--- src/rtl/axi_chk_len_fifo.sv ---
// Per-ID FIFO of ARLEN values for bursts still awaiting their R beats.
// Latency: push visible at head/empty one cycle later; head is combinational from state.
// Backpressure: push while full and pop while empty are ignored (caller flags them).
// Ports: clk, rst (async high), push_i/din_i, pop_i, head_o (oldest entry), full_o, empty_o.
module axi_chk_len_fifo #(
  parameter int DEPTH = 4,
  parameter int W     = 8
) (
  input  logic         clk,
  input  logic         rst,
  input  logic         push_i,
  input  logic         pop_i,
  input  logic [W-1:0] din_i,
  output logic [W-1:0] head_o,
  output logic         full_o,
  output logic         empty_o
);

  localparam int AW = $clog2(DEPTH);
  localparam int CW = AW + 1;

  logic [W-1:0]  mem_q [DEPTH];
  logic [AW-1:0] wr_ptr_q;
  logic [AW-1:0] rd_ptr_q;
  logic [CW-1:0] cnt_q;
  logic          do_push;
  logic          do_pop;

  assign full_o  = (cnt_q == CW'(DEPTH));
  assign empty_o = (cnt_q == '0);
  assign do_push = push_i & ~full_o;
  assign do_pop  = pop_i & ~empty_o;
  assign head_o  = mem_q[rd_ptr_q];

  always_ff @(posedge clk or posedge rst) begin
    if (rst) begin
      wr_ptr_q <= '0;
      rd_ptr_q <= '0;
      cnt_q    <= '0;
    end else begin
      if (do_push) wr_ptr_q <= wr_ptr_q + AW'(1);
      if (do_pop)  rd_ptr_q <= rd_ptr_q + AW'(1);
      case ({do_push, do_pop})
        2'b10:   cnt_q <= cnt_q + CW'(1);
        2'b01:   cnt_q <= cnt_q - CW'(1);
        default: cnt_q <= cnt_q;
      endcase
    end
  end

  // Storage needs no reset: the count alone decides what is valid.
  always_ff @(posedge clk) begin
    if (do_push) mem_q[wr_ptr_q] <= din_i;
  end

endmodule

--- config.mk ---
export PLATFORM = sky130hd
export DESIGN_NAME = axi_chk_len_fifo
export DESIGN_NICKNAME = d
export VERILOG_FILES = /design/src/rtl/axi_chk_len_fifo.sv
export SDC_FILE = /design/constraint.sdc
export NUM_CORES = 1
export LEC_CHECK = 0
export CAP_MARGIN = 25
export CELL_PAD_IN_SITES_DETAIL_PLACEMENT = 0
export CELL_PAD_IN_SITES_GLOBAL_PLACEMENT = 2
export CORE_UTILIZATION = 35
export CTS_CLUSTER_DIAMETER = 100
export DETAILED_ROUTE_END_ITERATION = 12
export DONT_BUFFER_PORTS = 1
export PLACE_DENSITY = 0.73
export SKIP_CTS_REPAIR_TIMING = 1
export SYNTH_ARGS = -nofsm -noshare
export SYNTH_HDL_FRONTEND = slang
export SYNTH_SLANG_ARGS = --single-unit
--- constraint.sdc ---
create_clock -name clk -period 2.1 [get_ports clk]
set_input_delay 0.42 -clock clk [delete_from_list [all_inputs] [get_ports clk]]
set_output_delay 0.42 -clock clk [all_outputs]
set_load 0.005 [all_outputs]
Yosys cells after proc, flatten, opt, wreduce, memory -nomap -nowiden
Memories as Yosys holds them, arrays and structs flattened.
Cells that the tools add are included.
Widths: inputs -> output; s select.
{ "op_classes": {"n_addsub": 4, "eq_ne": 3, "muxes": 3, "n_bitwise": 4, "n_reduce_logical": 2} }
{ "ops": {"columns": ["operator", "count"], "rows": [
  ["$pmux 3 s2", 1],
  ["$add 2x1->2 const B", 2],
  ["$add 3x1->3 const B", 1],
  ["$eq 3x3->1 const B", 1],
  ["$logic_not 3->1", 1],
  ["$sub 3x1->3 const B", 1],
  ["$and 1x1->1", 2],
  ["$eq 2x1->1 const B", 1],
  ["$eq 2x2->1 const B", 1],
  ["$mux 1", 2],
  ["$not 1->1", 2],
  ["$reduce_bool 2->1", 1]
]} }
{ "totals": {"ff_bits": 7, "ramBits": 32, "input_bits": 12, "output_inout_bits": 10, "word_cells": 20, "memories": 1} }
{ "memory_table": {"columns": ["memory", "depth", "width", "rd", "rd_ports_with_merged_regs", "write_ports", "line_no", "source"], "rows": [
  ["mem_q", 4, 8, 1, 0, 1, "22", "logic [W-1:0] mem_q [DEPTH];"]
]} }

Logic depth before layout (Yosys ltp)
{ "depth": {"ltp_word": 5, "depth_mapped": 9, "ltp_nobuf": 9} }

Least setup slack after synthesis
No wires, ideal clock.
{ "synth_timing": {"kind": "reg-to-reg", "start": "register cnt_q[0]", "end": "register cnt_q[2]", "t_arrival_ns": 1.793, "required_ns": 2.021, "setup_slack_ns": 0.228, "stages_incl_launch_ff": 10, "path_buffers": 0, "path_cell_list": "dfrtp_1 > nor3b_4 > nor2b_4 > inv_1 > ha_1 > inv_1 > fa_1 > xor2_1 > nor2_1 > xor2_1"} }
{ "synth_between": {"elab_chain_len": 5, "elab_cells_between_ends": 12, "cone_classes": "2 x add/sub; 3 x eq/ne; 1 x mux; 4 x bitwise; 2 x reduce/logical"} }
{ "synth_lines": {"columns": ["element", "line_no", "source"], "rows": [
  ["from (decl)", "25", "logic [CW-1:0] cnt_q;"],
  ["from (signal assigned)", "44", "2'b10: cnt_q <= cnt_q + CW'(1);"],
  ["from (signal assigned)", "45", "2'b01: cnt_q <= cnt_q - CW'(1);"],
  ["from (signal assigned)", "46", "default: cnt_q <= cnt_q;"],
  ["$eq 3x3->1 *", "29", "assign full_o = (cnt_q == CW'(DEPTH));"],
  ["via full_o", "15", "output logic full_o,"],
  ["$not 1->1 *", "31", "assign do_push = push_i & ~full_o;"],
  ["$and 1x1->1 *", "31", null],
  ["$eq 2x1->1 or $eq 2x2->1 (tied branches)", "43", "case ({do_push, do_pop})"],
  ["$pmux 3 s2 or $reduce_bool 2->1 (tied branches)", null, null]
]} }
The timed path passes the listed nets; every way through them passes the cells marked *.
A chain may end at the register's enable or synchronous reset.

Final worst setup path
Same ends and word-level chain as after synthesis.

==> impl_metrics.ini <==
[routing]
met1_length_microns = 966
routed.top_layer = met4
vias = 679
drt_first_pass_iters = 4
drt-total-wl_mm = 2.398
drtAntennaViolNets = 0
drt-vias-per-instance = 4.850
wl_met3_microns = 152
drc = 0
drtIter0Drc = 55
wl_met2_mm = 1.230
wire_per_inst_microns = 17.13

[worst_setup_path]
cp_slowest_stage_delay_ps = 450
worstSetupEndpointType = register
setup.worst_path.start_class = register
r2r_cells = 9
reg2reg_to = cnt_q[2]
reg2reg_from = cnt_q[0]
crit_end = cnt_q[2]
criticalPathCategory = reg -> reg
crit_required_ps = 2320
path_max_fanout = 7
path_cells = nor3b_4 -> nor2b_4 -> inv_1 -> ha_1 -> inv_1 -> fa_1 -> xor2_1 -> nor2_1 -> xor2_1
path_depth = 9
reg2reg_setup_slack_ps = 120
path_delay_family = adder cells
worstPathArrival_ps = 2200
critPathLaunch = cnt_q[0]
path_buf_inv = 2
slowest_stage = dfrtp_1

[global_route]
grt_max_degree = 14
gr-total-overflow = 0
grt_pass1_wl_mm = 4.036
first_global_vias = 751
antenna_found_initial = 0
grt_use_total = 0.1174

[timing]
post-route-period-util = 0.9432
setup_viol = 0
hold_viol_final = 0
tightest_slew_ps = 439.9
timing.fmax_ghz = 0.5049
fin_worst_skew_ps = 7.838
tns_ps = 0
post-route-min-period_ps = 1981
slew_headroom = 0.7068
rsz0062_at_grt = no
slew_viol_final = 0

[clock_tree]
root_buffer = clkbuf_8
cts-buffers-inserted = 5
htree_levels = 2
clock_latency_ps = 290
clockBufferDepth = 2
clkSlewWorstSetupHoldPaths_ps = 80
cts_tree = yes
clkSinkCount = 39

[yosys]
synth_seq_cells = 39
syn_nets = 98
syn_area_sq_mm = 0.001597
syn_inst = 80
seq_area_frac_synth = 0.7116
yosysWarningCount = 0
synth.avg_cell_area_sq_um = 19.96
synth_cell_type_count = 19

[cells_and_area]
final_common_cell = edfxtp_1
drive_above_1_share = 0.2841
fin_nets = 105
fillers = 387
multiInputGateArea_sq_um = 425.4
seqCellArea_sq_mm = 0.001136
antenna_cells = 0
mostFrequentLayoutCells = edfxtp_1 (32), mux4_2 (8), inv_1 (7), dfrtp_1 (7)
fin_util = 0.4067
area_delta_synth_final_pct = 11.68

[worst_hold_path]
min-delay-path-class = in -> reg
holdPathStages = 0

[job]
maxCapViolCount = 0

[power_and_ir_drop]
p_seq_frac = 0.480
p_switching_mw = 0.7183
combPwrFrac = 0.272
leakage_nw = 0.6430
pwr-share-clk = 0.248
ir_drop_mv = 0.3583
internal-power_mw = 1.751
switching_share = 0.2909
power_density_mw_per_mm2 = 1385

[floorplan]
die_w_microns = 69.54
start_util = 0.3642
die_y_microns = 69.54
rows = 24
die_area_sq_mm = 0.004836
pin_count = 22
core_area_sq_mm = 0.004384

[placement]
dp_hpwl_mm = 1.580
port_buffers = 0
place_congestion = 0.7744

[status]
outcome = finished, final reports clean
## cell type report
class | instances | area share
Clock buffer | 5 | 0.03860
Clock inverter | 3 | 0.02456
Inverter | 7 | 0.01474
Multi-Input combinational cell | 32 | 0.2386
Sequential cell | 39 | 0.6372
Tap cell | 52 | 0.03649
Timing Repair Buffer | 2 | 0.009825
## cell families (layout without fill, tap and decap cells)
family,after synthesis,in the layout,share of synthesized area
DFF,39,39,0.7116
and+or+nand+nor,9,9,0.04701
xor gates and xnor gates,6,6,0.03292
AOI/OAI and AO/OA,1,1,0.006270
adders and majority gates,6,6,0.05172
muxes,10,10,0.1285
buffers and inverters,9,17,0.02194
## cells in the mapped netlist
cell | instances | area (sq um)
mux2i_1 | 1 | 10.01
o31a_2 | 1 | 10.01
dfrtp_1 | 7 | 175.2
and2_2 | 4 | 30.03
fa_1 | 1 | 20.02
inv_1 | 7 | 26.28
nor2b_4 | 1 | 13.76
ha_1 | 5 | 62.56
buf_2 | 1 | 5.000
edfxtp_1 | 32 | 960.9
nand2_1 | 1 | 3.750
nor3_1 | 1 | 5.000
xor2_1 | 3 | 26.28
nor3b_4 | 1 | 18.77
mux4_2 | 8 | 180.2
nor2_1 | 1 | 3.750
mux2_4 | 1 | 15.01
xnor2_1 | 3 | 26.28
clkbuf_1 | 1 | 3.750
## how the worst min path moves through the flow
stage,start,endpoint,slack (ps)
after global placement,rst,cnt_q[0],270
after detailed placement,rst,cnt_q[0],270
final,din_i[6],mem_q[0][6],220
after global routing,din_i[5],mem_q[0][5],200
after CTS,rst,cnt_q[1],-50
after floorplan,rst,cnt_q[0],220
## per-layer routing
layer | track usage | up-vias
met3 | 0.06105 | 7
met4 | 0.05442 | 0
met1 | 0.1279 | 343
met2 | 0.1888 | 15
met5 | 0 | -
li1 | - | 314
## registers in the layout (all words and copies together) (netlist names)
signal,cells
cnt_q,3
mem_q,32
rd_ptr_q,2
wr_ptr_q,2
## stage by stage
stage | std cells | total power [mW] | setup slack, ps | hold WS [ps] | instance area [sq um]
after floorplan | 80 | 1.729 | 228.3 | 223.4 | 1597
after global placement | 131 | 1.861 | 174.9 | 267.1 | 1660
after detailed placement | 131 | 1.897 | 101.1 | 271.4 | 1660
after CTS | 139 | 2.517 | 105.9 | -50.15 | 1773
after global routing | 140 | 2.631 | 0.7847 | 198.1 | 1783
final | 140 | 2.469 | 119.3 | 218.5 | 1783
## worst register-to-register path: cells and delay by family, from the launching register on
| kind | cells | cell delay, ps |
|---|---|---|
| adders and majority gates | 2 | 540 |
| and+or+nand+nor | 3 | 510 |
| xor gates and xnor gates | 2 | 300 |
| DFF | 1 | 450 |
| buffers and inverters | 2 | 130 |
## power by group through the flow
stage / Combinational (mW) / Sequential (mW) / Clock, mW
CTS: 0.691 / 1.19 / 0.633
detailed placement: 0.691 / 1.21 / 0
floorplan: 0.594 / 1.13 / 0
global placement: 0.668 / 1.19 / 0
finish: 0.671 / 1.19 / 0.613
global route: 0.747 / 1.22 / 0.668
Power figures use the tool's default switching activity.
